==> config.mk <==
export PLATFORM = sky130hd
export DESIGN_NAME = instr_fetch_unit
export DESIGN_NICKNAME = d
export VERILOG_FILES = /design/src/rtl/instr_fetch_unit.sv
export SDC_FILE = /design/constraint.sdc
export NUM_CORES = 1
export LEC_CHECK = 0
export ABC_CLOCK_PERIOD_IN_PS = 4950
export BUFFER_PORTS_ARGS = -buffer_cell sky130_fd_sc_hd__buf_2
export CORE_ASPECT_RATIO = 0.7
export CORE_MARGIN = 1
export CORE_UTILIZATION = 53
export DETAILED_ROUTE_END_ITERATION = 10
export HOLD_SLACK_MARGIN = 0.12
export PLACE_DENSITY_LB_ADDON = 0.08
export RECOVER_POWER = 100
export SYNTH_ARGS = -nofsm -noshare
export SYNTH_HDL_FRONTEND = slang
export SYNTH_SLANG_ARGS = --single-unit
==> constraint.sdc <==
create_clock -name clk -period 4.95 [get_ports clk]
set_clock_uncertainty 0.1 [all_clocks]
set_input_delay 0 -clock clk [delete_from_list [all_inputs] [get_ports clk]]
set_output_delay 0 -clock clk [all_outputs]
set_load 0.02 [all_outputs]
==> src/rtl/instr_fetch_unit.sv <==
// ---------------------------------------------------------------------------
// instr_fetch_unit
// Three-state instruction sequencer (IDLE -> FETCH -> EXEC). It fetches one
// instruction word from instruction memory, holds it for execution and then
// advances the program counter: sequentially, by a PC-relative branch offset,
// or by a region-local jump.
//
// Ports
//   clk          sole clock, rising edge
//   reset        synchronous, active-high
//   run          enables fetching (sampled in IDLE and at the end of EXEC)
//   stall        holds EXEC while the data memory is busy
//   imem_req     instruction-memory read request (high in FETCH)
//   imem_addr    word address being fetched (always equal to pc)
//   imem_ack     imem_rdata valid this cycle (only honoured in FETCH)
//   imem_rdata   instruction word from memory
//   Branch       branch control bit (BNE: taken when Zero = 0)
//   Jump         jump control bit (takes priority over Branch)
//   Zero         ALU zero flag
//   pc           current program counter (word addressed)
//   instr        instruction register
//   OPCODE       instr[15:12], feeds the control unit
//   instr_valid  high exactly while in EXEC
//   retired_cnt  number of completed instructions (wraps)
// ---------------------------------------------------------------------------
module instr_fetch_unit #(
  parameter int DATA_W = 16
) (
  input  logic              clk,
  input  logic              reset,
  input  logic              run,
  input  logic              stall,
  output logic              imem_req,
  output logic [DATA_W-1:0] imem_addr,
  input  logic              imem_ack,
  input  logic [DATA_W-1:0] imem_rdata,
  input  logic              Branch,
  input  logic              Jump,
  input  logic              Zero,
  output logic [DATA_W-1:0] pc,
  output logic [DATA_W-1:0] instr,
  output logic [3:0]        OPCODE,
  output logic              instr_valid,
  output logic [DATA_W-1:0] retired_cnt
);

  localparam logic [1:0] IDLE  = 2'd0;
  localparam logic [1:0] FETCH = 2'd1;
  localparam logic [1:0] EXEC  = 2'd2;

  // Sign-extend the 6-bit branch immediate to the full pc width.
  function automatic logic signed [DATA_W-1:0] sext_imm6(input logic [5:0] imm);
    sext_imm6 = {{(DATA_W-6){imm[5]}}, imm};
  endfunction

  logic [1:0]               state;
  logic [DATA_W-1:0]        pc_plus1;
  logic signed [DATA_W-1:0] br_off;
  logic [DATA_W-1:0]        br_target;
  logic [DATA_W-1:0]        jmp_target;
  logic [DATA_W-1:0]        pc_next;

  // Next-pc selection; all arithmetic wraps modulo 2^DATA_W.
  always_comb begin
    pc_plus1   = pc + 1'b1;
    br_off     = sext_imm6(instr[5:0]);
    br_target  = pc_plus1 + $unsigned(br_off);
    jmp_target = {pc_plus1[DATA_W-1:12], instr[11:0]};
    pc_next    = pc_plus1;
    if (Jump)
      pc_next = jmp_target;
    else if (Branch && !Zero)
      pc_next = br_target;
  end

  always_ff @(posedge clk) begin
    if (reset) begin
      state       <= IDLE;
      pc          <= '0;
      instr       <= '0;
      retired_cnt <= '0;
    end else begin
      case (state)
        IDLE: begin
          if (run)
            state <= FETCH;
        end
        FETCH: begin
          // Wait indefinitely for the memory; ack elsewhere is ignored.
          if (imem_ack) begin
            instr <= imem_rdata;
            state <= EXEC;
          end
        end
        EXEC: begin
          if (!stall) begin
            pc          <= pc_next;
            retired_cnt <= retired_cnt + 1'b1;
            state       <= run ? FETCH : IDLE;
          end
        end
        default: state <= IDLE;
      endcase
    end
  end

  assign imem_req    = (state == FETCH);
  assign imem_addr   = pc;
  assign instr_valid = (state == EXEC);
  assign OPCODE      = instr[15:12];

endmodule

### Yosys cells after proc, flatten, opt, wreduce, memory -nomap -nowiden

Cells that the tools add are included.

* memory bits (writable): 0
* output and inout port bits: 70
* memories kept: 0
* bits of input ports: 24
* latch bits: 0
* memory bits (read-only): 0
* flip-flop bits (word level): 50
* word-level logic and storage cells: 26

* shifts and indexed selects: 0
* mux-type cells: 7
* multipliers: 0
* bitwise gates (word level): 1
* add/subtract/negate cells: 3
* $lt $le $gt $ge: 0
* divide/modulo/power cells: 0
* eq/ne operators: 5
* reductions and logical operators: 6

Operator list (count)
* $add A16 B1 Y16 const B: 2
* $mux W16: 2
* $add A16 B16 Y16: 1
* $mux W2: 3
* $pmux W2 S3: 1
* $ne A2 B2 Y1 const B: 2
* $reduce_and A2 Y1: 2
* $reduce_and A3 Y1: 1
* $eq A2 B1 Y1 const B: 1
* $eq A2 B2 Y1 const B: 1
* $logic_not A2 Y1: 1
* $ne A2 B1 Y1 const B: 1
* $logic_and A1 B1 Y1: 1
* $logic_not A1 Y1: 1
* $mux W1: 1
* $not A1 Y1: 1

### Depth between registers and ports, before layout

* depth after elaboration: 4
* mapped depth: 14
* gate-level depth less buffers: 13

### Least setup slack after synthesis

No wires, ideal clock.

* path type: register -> register
* start point: reg pc[0], in the netlist imem_addr[0]
* end point: reg pc[15], in the netlist imem_addr[15]
* cell stages (with the launch flop): 15
* setup time: 121 ps
* arrival time: 3400 ps
* slack: 1329 ps
* period minus slack after synthesis: 3621 ps
* required time: 4729 ps
* buffers on the path: 1
* path through: dfxtp_1 > ha_1 > nand3_1 > nor2b_1 > nand3_1 > xnor2_1 > ha_1 > buf_6 > a21o_1 > a31o_1 > or2_0 > or4_1 > nand4_1 > nor3b_2 > mux2_4

* longest elaborated chain between the ends: 4

Ends and longest elaborated chain
* from (decl): line 40 `output logic [DATA_W-1:0] pc,`
* from (signal assigned): line 97 `pc <= pc_next;`
* $add A16 B1 Y16 (*): line 65 `pc_plus1 = pc + 1'b1;`
* $add A16 B16 Y16: line 67 `br_target = pc_plus1 + $unsigned(br_off);`
* $mux W16: line 72 `else if (Branch && !Zero)`
* $mux W16 (*): line 70 `if (Jump)`

Mark *: on every way between the ends. The rest lies on a longest branch, timed or not.
A chain may end at the register's enable or synchronous reset.

### Worst setup path after layout

Ends and elaborated chain as after synthesis.

==> summary.md <==
| Metric | Value |
|---|---|
| Largest net degree at the start of global routing | 55 |
| Total number of vias | 3392 |
| Critical-path cell list | ha_1 -> nand3_1 -> nor2b_1 -> nand3_1 -> xnor2_1 -> ha_1 -> a21o_1 -> a31o_1 -> or2_0 -> or4_1 -> nand4_1 -> nor3b_1 -> mux2_4 |
| Setup crit end kind | flop |
| Min cycle time layout | 3980 ps |
| CP top delay family | simple AND/OR/NAND/NOR gates |
| Aggregate global-route resource usage | 0.276 |
| Drt total wl | 9260 µm |
| Post-Synth Simple-Gate Area | 0.249 |
| Clock tree buffer depth | 2 |
| Global-route wire length before repair | 14600 µm |
| Die W | 97.1 µm |
| Number of flops mapped to enable cells by yosys | 0 |
| H-tree Lvls | 2 |
| CTS buffer count | 5 |
| Endpoints failing hold | 0 |
| Clock sink count | 50 |
| Die height | 68.6 µm |
| Ys Warns | 0 |
| RSZ-0062 raised after global routing | no |
| Pwr dens | 220 nW/µm² |
| Layout cells sized above 1 | 0.0615 |
| Fmax | 251 MHz |
| Syn nets | 480 |
| Synth Area in Adders | 0.0842 |
| HP Class | in2reg |
| CP Buf/Inv Count | 0 |
| Mean Syn Cell Area | 7.74 µm² |
| PortBufs | 93 |
| Post-CTS setup buffer count | 0 |
| ANT nets after route | 0 |
| Actual slew at the worst max-slew pin | 1150 ps |
| Max Cap Viol | 0 |
| Worst skew pair latency | 310 ps |
| Most used DFF post-synth | dfxtp_1 |
| Initial antenna violation count | 0 |
| DRT Pass-1 Iters | 5 |
| DR iter-0 viols | 260 |
| Mapped Cells | 434 |
| Max Slew Vio Count | 0 |
| Post-synthesis mux area share | 0.0104 |
| Register area share after synthesis | 0.298 |
| Cell at the root of the clock tree | clkbuf_8 |
| CTS tree | done |
| Gr ovfl total | 0 |
| Row cnt | 23 |
| Starting Density | 0.566 |
| Final #Nets | 565 |
| DR WL/cell | 15.6 µm |
| Sum of negative setup slack | 0 ps |
| Die area | 6660 µm² |
| Hold-fix buffers, CTS | 20 |
| # IOs | 94 |
| Post-Syn Area | 3360 µm² |
| Setup Crit Path Kind | reg2reg |
| Routability congestion estimate | 0.916 |
| Post_cts resized | 0 |
| Status | finished clean |
| Commonest non-fill, non-tap cells in the layout | 72 x clkbuf_1, 66 x nand2_1, 50 x dfxtp_1 |
| Most common cell after layout, fill and taps aside | clkbuf_1 |
| Antenna Cells | 0 |
| Final setup fails | 0 |
| Synth Area in XOR/XNOR | 0.0861 |
| Final Cell Area | 3920 µm² |
| Async SR Flop Fraction | 0 |
| Synth cell types | 51 |
| Drt drc | 0 |
| Yosys reg bits | 50 |
| Leakage power | 0.00153 µW |
| Tcrit/Tclk final | 0.805 |
| Detailed Place HPWL | 6490 µm |
| Area growth, synth to finish | 16.8% |
| Clock-pin slew of the registers on the worst-case setup and hold paths | 110 ps |
| DR vias/cell | 5.70 |
| Vias in the first global route | 3083 |
| Slowest cell delay on critical path | 500 ps |
| Synth Area in Compound Gates | 0.197 |
| Relative slew margins | 0.230 |
| CP startpoint kind | flop |
| Arr. time, crit path | 4100 ps |
| Largest family of logic cells by synthesized area | simple AND/OR/NAND/NOR gates |
| Max FO, Critical Path | 9 |
| Max VDD drop | 0.151 mV |
| Slowest CP cell | dfxtp_1 |
| Core Area | 5930 µm² |
| Placed instance area | 3710 µm² |
| Worst Path Required | 5060 ps |
synth_stat cells (all sizes together), types with 7 or more instances:
| master | n | area (µm²) |
|---|---|---|
| a21o | 9 | 67.6 |
| a21oi | 39 | 195 |
| buf | 23 | 170 |
| clkbuf | 14 | 52.6 |
| dfxtp | 50 | 1000 |
| ha | 21 | 263 |
| inv | 8 | 30.0 |
| nand2 | 66 | 248 |
| nand3 | 20 | 100 |
| nand4 | 7 | 43.8 |
| nor2 | 44 | 165 |
| nor2b | 7 | 43.8 |
| nor3 | 7 | 35.0 |
| o211ai | 7 | 52.6 |
| o21ai | 15 | 75.1 |
| xnor2 | 14 | 123 |
| xor2 | 19 | 166 |
state kept, by name (all words and copies together) (netlist names):
signal       count
imem_addr       16
retired_cnt     16
state            2
instr           16
cells by family (layout without fill, tap and decap cells):
family	count (synthesis)	after routing
and+or+nand+nor	178	178
AOI/OAI and AO/OA	103	103
DFF	50	50
buffers and inverters	45	131
xor gates and xnor gates	33	33
adders and majority gates	22	22
muxes	3	3
power breakdown:
part / total (µW) / switching [µW] / internal (µW)
clock network: 320 / 154 / 167
logic: 118 / 72.5 / 45.7
registers: 423 / 12.0 / 411
total: 861 / 238 / 623
per-layer routing:
layer / wire [µm] / track usage / up-vias
met4: 100 / 0.0765 / 0
met5: 0 / 0 / -
met1: 4330 / 0.360 / 1579
li1: - / - / 1680
met2: 4250 / 0.480 / 123
met3: 579 / 0.0464 / 10
area by class of cell:
| type | instances | area, µm² |
|---|---|---|
| Timing Repair Buffer | 115 | 586 |
| Clock inverter | 2 | 38.8 |
| Multi-Input combinational cell | 339 | 2090 |
| Fill cell | 561 | 2010 |
| Inverter | 8 | 30.0 |
| Tap cell | 75 | 93.8 |
| Clock buffer | 6 | 82.6 |
| Sequential cell | 50 | 1000 |
final timing paths:
check	startpoint	end	slack (ps)	depth (start not counted)
worst max-delay path	imem_addr[0]$_SDFFE_PP0P_	imem_addr[15]$_SDFFE_PP0P_	970	13
worst min register to register	instr[12]$_SDFFE_PP0P_	instr[12]$_SDFFE_PP0P_	380	2
worst min-delay path	reset	state[1]$_SDFFE_PP0P_	220	2
worst max register to register	imem_addr[0]$_SDFFE_PP0P_	imem_addr[15]$_SDFFE_PP0P_	970	13
metrics by stage:
step           total power (µW)  hold WS, ps   util  instances  setup slack, ps
2_1_floorplan               506         36.0      -        434             1330
3_3_place_gp                535          140  0.626        567             1250
3_5_place_dp                538          145  0.626        567             1130
4_1_cts                     863          238  0.680        595             1110
5_1_grt                     893          271  0.662        595              753
6_report                    861          221  0.662        595              967
No activity file was read; power rests on OpenSTA's default activity.
